--- src/rtl/reset_seq_pkg.sv ---
// reset_seq_pkg: shared state type and counter-width helper for the reset sequencer
// Contents: reset_seq_state_t (ASSERT, RELEASE, DONE), cnt_width(x) = $clog2(x+1)
package reset_seq_pkg;

    typedef enum logic [1:0] {
        ASSERT,
        RELEASE,
        DONE
    } reset_seq_state_t;

    function automatic int cnt_width(input int x);
        return $clog2(x + 1);
    endfunction

endpackage

--- src/rtl/reset_sequencer_if.sv ---
// reset_sequencer_if: software request and sequenced reset outputs of the reset sequencer
// Signals: SW_RST_REQ (re-run request), STAGE_RSTN[NUM_STAGES] (active-low resets),
//          RST_DONE (all stages released), BUSY (sequence in progress)
// Modports: master = sequencer side, slave = consumer/controller side
interface reset_sequencer_if #(
    parameter int NUM_STAGES = 4
) ();
    logic                  SW_RST_REQ;
    logic [NUM_STAGES-1:0] STAGE_RSTN;
    logic                  RST_DONE;
    logic                  BUSY;

    modport master (input SW_RST_REQ, output STAGE_RSTN, output RST_DONE, output BUSY);
    modport slave (output SW_RST_REQ, input STAGE_RSTN, input RST_DONE, input BUSY);
endinterface

--- src/rtl/sync_reset.sv ---
// sync_reset: 2-flop synchroniser, asserts asynchronously and releases synchronously
// Ports: CLK (clock), ARSTN (async active-low reset in), srstn (synchronised active-low reset out)
module sync_reset (
    input  logic CLK,
    input  logic ARSTN,
    output logic srstn
);
    logic meta;

    always_ff @(posedge CLK or negedge ARSTN)
        if (!ARSTN) {srstn, meta} <= 2'b00;
        else        {srstn, meta} <= {meta, 1'b1};
endmodule

--- src/rtl/reset_sequencer.sv ---
// reset_sequencer: holds NUM_STAGES reset domains, then releases them in order with fixed spacing
// Ports: CLK (clock), ARSTN (async active-low board reset),
//        bus.SW_RST_REQ (sync re-sequence request), bus.STAGE_RSTN (per-domain resets, bit 0 first),
//        bus.RST_DONE (all released), bus.BUSY (= !RST_DONE)
module reset_sequencer
    import reset_seq_pkg::*;
#(
    parameter int NUM_STAGES  = 4,
    parameter int HOLD_CYCLES = 8,
    parameter int STAGE_DELAY = 16
) (
    input  logic                      CLK,
    input  logic                      ARSTN,
    reset_sequencer_if.master         bus
);
    localparam int HW = cnt_width(HOLD_CYCLES);
    localparam int DW = cnt_width(STAGE_DELAY);
    localparam int IW = cnt_width(NUM_STAGES);
    localparam logic [HW-1:0] HOLD_LAST  = HW'(HOLD_CYCLES - 1);
    localparam logic [DW-1:0] DLY_LAST   = DW'(STAGE_DELAY - 1);
    localparam logic [IW-1:0] LAST_STAGE = IW'(NUM_STAGES - 1);

    if (NUM_STAGES < 1) begin : g_bad_stages
        $error("reset_sequencer: NUM_STAGES must be >= 1");
    end
    if (HOLD_CYCLES < 1) begin : g_bad_hold
        $error("reset_sequencer: HOLD_CYCLES must be >= 1");
    end
    if (STAGE_DELAY < 1) begin : g_bad_delay
        $error("reset_sequencer: STAGE_DELAY must be >= 1");
    end

    logic                  srstn;
    reset_seq_state_t      state;
    logic [HW-1:0]         hold_cnt;
    logic [DW-1:0]         dly_cnt;
    logic [IW-1:0]         stage_idx;
    logic [NUM_STAGES-1:0] stage_rstn;
    logic                  rst_done;
    logic                  busy;

    sync_reset u_sync (
        .CLK   (CLK),
        .ARSTN (ARSTN),
        .srstn (srstn)
    );

    // Released stages form a prefix of ones; shifting in a 1 releases the next
    // stage and keeps the ordering monotonic by construction.
    always_ff @(posedge CLK or negedge ARSTN) begin
        if (!ARSTN) begin
            state      <= ASSERT;
            hold_cnt   <= '0;
            dly_cnt    <= '0;
            stage_idx  <= '0;
            stage_rstn <= '0;
            rst_done   <= 1'b0;
            busy       <= 1'b1;
        end else if (srstn) begin
            if (bus.SW_RST_REQ) begin
                state      <= ASSERT;
                hold_cnt   <= '0;
                dly_cnt    <= '0;
                stage_idx  <= '0;
                stage_rstn <= '0;
                rst_done   <= 1'b0;
                busy       <= 1'b1;
            end else begin
                case (state)
                    ASSERT:
                        if (hold_cnt == HOLD_LAST) begin
                            stage_rstn <= NUM_STAGES'(1);
                            stage_idx  <= '0;
                            dly_cnt    <= '0;
                            state      <= RELEASE;
                        end else begin
                            hold_cnt <= hold_cnt + HW'(1);
                        end
                    RELEASE:
                        if (stage_idx == LAST_STAGE) begin
                            state    <= DONE;
                            rst_done <= 1'b1;
                            busy     <= 1'b0;
                        end else if (dly_cnt == DLY_LAST) begin
                            stage_rstn <= (stage_rstn << 1) | NUM_STAGES'(1);
                            stage_idx  <= stage_idx + IW'(1);
                            dly_cnt    <= '0;
                        end else begin
                            dly_cnt <= dly_cnt + DW'(1);
                        end
                    default: ;
                endcase
            end
        end
    end

    assign bus.STAGE_RSTN = stage_rstn;
    assign bus.RST_DONE   = rst_done;
    assign bus.BUSY       = busy;
endmodule

--- src/flat_wrapper.sv ---
// flat-port wrapper written by rule: the top's interface ports become plain ports
module reset_sequencer_flat import reset_seq_pkg::*;
#(
    parameter int NUM_STAGES  = 4,
    parameter int HOLD_CYCLES = 8,
    parameter int STAGE_DELAY = 16
)
  (CLK, ARSTN, bus_SW_RST_REQ, bus_STAGE_RSTN, bus_RST_DONE, bus_BUSY);
  reset_sequencer_if #(.NUM_STAGES(NUM_STAGES)) bus_i ();
  input  logic CLK;
  input  logic ARSTN;
  input wire logic [$bits(bus_i.SW_RST_REQ)-1:0] bus_SW_RST_REQ;
  output wire logic [$bits(bus_i.STAGE_RSTN)-1:0] bus_STAGE_RSTN;
  output wire logic [$bits(bus_i.RST_DONE)-1:0] bus_RST_DONE;
  output wire logic [$bits(bus_i.BUSY)-1:0] bus_BUSY;
  assign bus_i.SW_RST_REQ = bus_SW_RST_REQ;
  assign bus_STAGE_RSTN = bus_i.STAGE_RSTN;
  assign bus_RST_DONE = bus_i.RST_DONE;
  assign bus_BUSY = bus_i.BUSY;
  reset_sequencer #(.NUM_STAGES(NUM_STAGES), .HOLD_CYCLES(HOLD_CYCLES), .STAGE_DELAY(STAGE_DELAY)) u_core (.CLK(CLK), .ARSTN(ARSTN), .bus(bus_i));
endmodule
--- config.mk ---
export PLATFORM = sky130hd
export DESIGN_NAME = reset_sequencer_flat
export DESIGN_NICKNAME = d
export VERILOG_FILES = /design/src/rtl/reset_seq_pkg.sv /design/src/rtl/reset_sequencer_if.sv /design/src/rtl/sync_reset.sv /design/src/rtl/reset_sequencer.sv /design/src/flat_wrapper.sv
export SDC_FILE = /design/constraint.sdc
export NUM_CORES = 1
export LEC_CHECK = 0
export BUFFER_PORTS_ARGS = -buffer_cell sky130_fd_sc_hd__buf_2
export CORE_MARGIN = 3
export CORE_UTILIZATION = 51
export DETAILED_ROUTE_END_ITERATION = 10
export PLACE_DENSITY_LB_ADDON = 0.08
export SYNTH_ARGS = -nofsm -noshare
export SYNTH_HDL_FRONTEND = slang
export SYNTH_SLANG_ARGS = --single-unit
--- constraint.sdc ---
create_clock -name CLK -period 1.8 [get_ports CLK]
set_clock_uncertainty 0.05 [all_clocks]
set_input_delay 0.36 -clock CLK [delete_from_list [all_inputs] [get_ports CLK]]
set_output_delay 0.36 -clock CLK [all_outputs]
set_load 0.02 [all_outputs]
==> results.toml <==
[grt]
antenna_found_initial = 0
grt_max_degree = 23
grt_use_total_pct = 16.16
grt_pass1_vias = 701
grt-ovfl-total = 0
grt_pass1_wl_mm = 3.194

[sta]
fin_crit_sh_pct = 95.17
fmax_mhz = 583.7
finalCriticalPeriod_ps = 1713
fin_setup_tns_ps = 0
hold_viol = 0
finalMaxSlewViolations = 0
setup_viol_count_final = 0
layout_setup_ws_ps = 86.92
rsz0062_at_grt = "no"

[synthesis]
synth_area_per_cell_um2 = 11.37
synth_cell_types = 34
ys_ff_latch = 22
synth-seq-area-share_pct = 51.10
syn_nets = 102
syn_area_um2 = 1080
yosysWarnings = 0
syn_inst = 95

[detailed_routing]
drc = 0
num_vias = 741
route.met2.wl_um = 933
vias_per_cell = 5.370
drtIter0Drc = 10
top_layer_used = "met4"
routedWlPerCell_um = 13.75
drtAntennaViolNets = 0
dr.pass1.iters = 4
routed_wl_mm = 1.897
met1_length_um = 909
wl_met3_um = 41

[placed_design]
io_buffers = 8
dp_hpwl_mm = 1.403
gp_congestion = 0.8363
place_inst = 133
place_area_um2 = 1180
pre_cts_ws_ps = -25.62

[critical_path]
start_kind = "flip-flop"
worstReg2RegStart = "u_core.stage_idx[0]$_DFFE_PN0P_"
max_stage_delay_ps = 410
cp.required_ps = 1960
r2r_end = "u_core.stage_idx[0]$_DFFE_PN0P_"
crit_buf_inv = 0
arrival_ps = 1870
cp_max_fo = 6
path_cells = "ha_1 > ha_2 > nand2b_4 > nor3_4 > o311ai_4 > a22o_1"
reg2regPathDepth = 6
crit_family = "flip-flops"
crit_slowest_cell = "dfrtp_1"
worst_setup_path_end_kind = "flip-flop"
worstSetupPathType = "flip-flop to flip-flop"
reg2reg_setup_slack_ps = 90

[layout]
nFillCells = 156
fin_util_pct = 63.07
finalNetCount = 119
final_area_um2 = 1250
n_antenna_cell = 0
area_growth_pct = 15.76
mostFrequentLayoutCells = "21 x dfrtp_1, 8 x buf_2, 7 x a22o_1"
layout_commonest_cell = "dfrtp_1"
drive_gt1_share_pct = 24.32
finalNonFillerCells = 138

[pwr]
power.share.clock_pct = 30.8
swShare_pct = 28.43
powerDensity_nw_per_um2 = 978.8
seqPwrFrac_pct = 50.6
pwr-share-comb_pct = 18.6
p_int_mw = 0.8756
ir_drop_mv = 0.7612
leakagePower_nw = 0.5765
switching_power_mw = 0.3478

[floorplan]
fp-row-count = 16
coreArea_um2 = 1982
die_area_um2 = 2706
pin_count = 9
die_height_um = 52.02
die_w_um = 52.02
start_util_pct = 54.48

[clock_network]
clk_latency_ps = 300
cts_buffers = 3
h-tree-depth = 1
cts_root_buf = "clkbuf_4"
cts.sinks = 22
clkTransAtPathRegs_ps = 130
cts_buffer_depth = 2
cts_tree = "yes"

[run_status]
status = "finished, final reports clean"

[hold_path]
min_to = "u_core.state[0]$_DFFE_PN0P_"
holdPathStages = 2
hp-start = "bus_SW_RST_REQ"
hold_path.class = "input port to flip-flop"

[job]
maxCapViolCount = 0
==> power groups by stage <==
stage | Combinational [mW] | Clock, mW | Sequential, mW
2_1_floorplan | 0.181 | 0 | 0.607
3_3_place_gp | 0.214 | 0 | 0.620
3_5_place_dp | 0.224 | 0 | 0.626
4_1_cts | 0.232 | 0.389 | 0.619
5_1_grt | 0.253 | 0.407 | 0.630
6_report | 0.228 | 0.376 | 0.619
==> cell type report <==
class                      count  area, um^2  share of cell area (%)
inverter                       6       22.52                   1.802
timing repair buffer          14       87.58                   7.007
clock buffer                   3       22.52                   1.802
tap                           27       33.78                   2.703
sequential                    22       551.8                   44.14
clock inverter                 1       30.03                   2.402
multi-input combinational     65       501.7                   40.14
==> cell usage after synthesis (all sizes together) <==
| master | number | area, um^2 |
|---|---|---|
| dfrtp | 21 | 525.5 |
| a22o | 7 | 61.31 |
| nor2 | 7 | 28.78 |
| a21oi | 6 | 30.03 |
| inv | 6 | 22.52 |
| nand3 | 6 | 30.03 |
| ha | 4 | 50.05 |
| xor2 | 4 | 35.03 |
| nand2 | 3 | 11.26 |
| nor2b | 3 | 18.77 |
| nor3 | 3 | 26.28 |
| o21ai | 3 | 15.01 |
| a31oi | 2 | 12.51 |
| nand2b | 2 | 15.02 |
| o22ai | 2 | 12.51 |
| o311ai | 2 | 42.55 |
| a21o | 1 | 7.510 |
| and2 | 1 | 6.260 |
| and3 | 1 | 6.260 |
| and4bb | 1 | 16.27 |
| buf | 1 | 7.510 |
| clkbuf | 1 | 3.750 |
| conb | 1 | 3.750 |
| dfstp | 1 | 26.28 |
| mux2i | 1 | 10.01 |
| nand3b | 1 | 7.510 |
| nor3b | 1 | 7.510 |
| nor4 | 1 | 21.27 |
| o21bai | 1 | 7.510 |
| or3b | 1 | 11.26 |
==> flip-flops by register name, summed over array words and instances, names as in the netlist <==
register               count
u_core.dly_cnt             5
u_core.bus.STAGE_RSTN      4
u_core.hold_cnt            4
u_core.stage_idx           3
u_core.state               2
u_core.bus.BUSY            1
u_core.bus.RST_DONE        1
u_core.u_sync.meta         1
u_core.u_sync.srstn        1
==> per-layer routing <==
metal / up-vias / track usage [%]
met4: 0 / 6.550
met2: 8 / 25.52
li1: 374 / -
met3: 2 / 3.438
met5: - / 0
met1: 357 / 21.40
==> worst max-delay path by stage <==
stage	to	cells after the start	from
6_report	u_core.stage_idx[0]$_DFFE_PN0P_	6	u_core.stage_idx[0]$_DFFE_PN0P_
5_1_grt	u_core.stage_idx[2]$_DFFE_PN0P_	6	u_core.stage_idx[0]$_DFFE_PN0P_
4_1_cts	u_core.stage_idx[0]$_DFFE_PN0P_	6	u_core.stage_idx[0]$_DFFE_PN0P_
3_5_place_dp	u_core.bus.STAGE_RSTN[2]$_DFFE_PN0P_	6	u_core.stage_idx[0]$_DFFE_PN0P_
3_3_place_gp	u_core.bus.STAGE_RSTN[1]$_DFFE_PN0P_	6	u_core.stage_idx[0]$_DFFE_PN0P_
2_1_floorplan	u_core.bus.STAGE_RSTN[1]$_DFFE_PN0P_	6	u_core.stage_idx[0]$_DFFE_PN0P_
==> stage by stage <==
| stage | total power, mW | hold slack (ps) |
|---|---|---|
| 2_1_floorplan | 0.7873 | 14.41 |
| 3_3_place_gp | 0.8340 | 288.6 |
| 3_5_place_dp | 0.8497 | 291.8 |
| 4_1_cts | 1.240 | 305.0 |
| 5_1_grt | 1.290 | 320.6 |
| 6_report | 1.223 | 313.6 |
==> kinds of logic (layout without fill, tap and decap cells) <==
family | count (synthesis) | count (layout) | share of synthesized area [%]
simple gates | 31 | 31 | 19.12
compound gates | 24 | 24 | 17.50
flops | 22 | 22 | 51.10
buf+inv | 8 | 24 | 3.128
fa+ha+maj | 4 | 4 | 4.635
xor+xnor | 4 | 4 | 3.244
other cells | 1 | 1 | 0.3473
mux | 1 | 1 | 0.9270
==> timing repair <==
action / in CTS / in global routing
hold buffers: 1 / 0
endpoints found under the hold margin: 21 / 0
gates cloned: 0 / 0
resized for setup: 2 / 0
buffers inserted: 0 / 0
pin swaps: 5 / 1
endpoints found under the setup margin: 6 / 5
(Power assumes the default switching activity.)
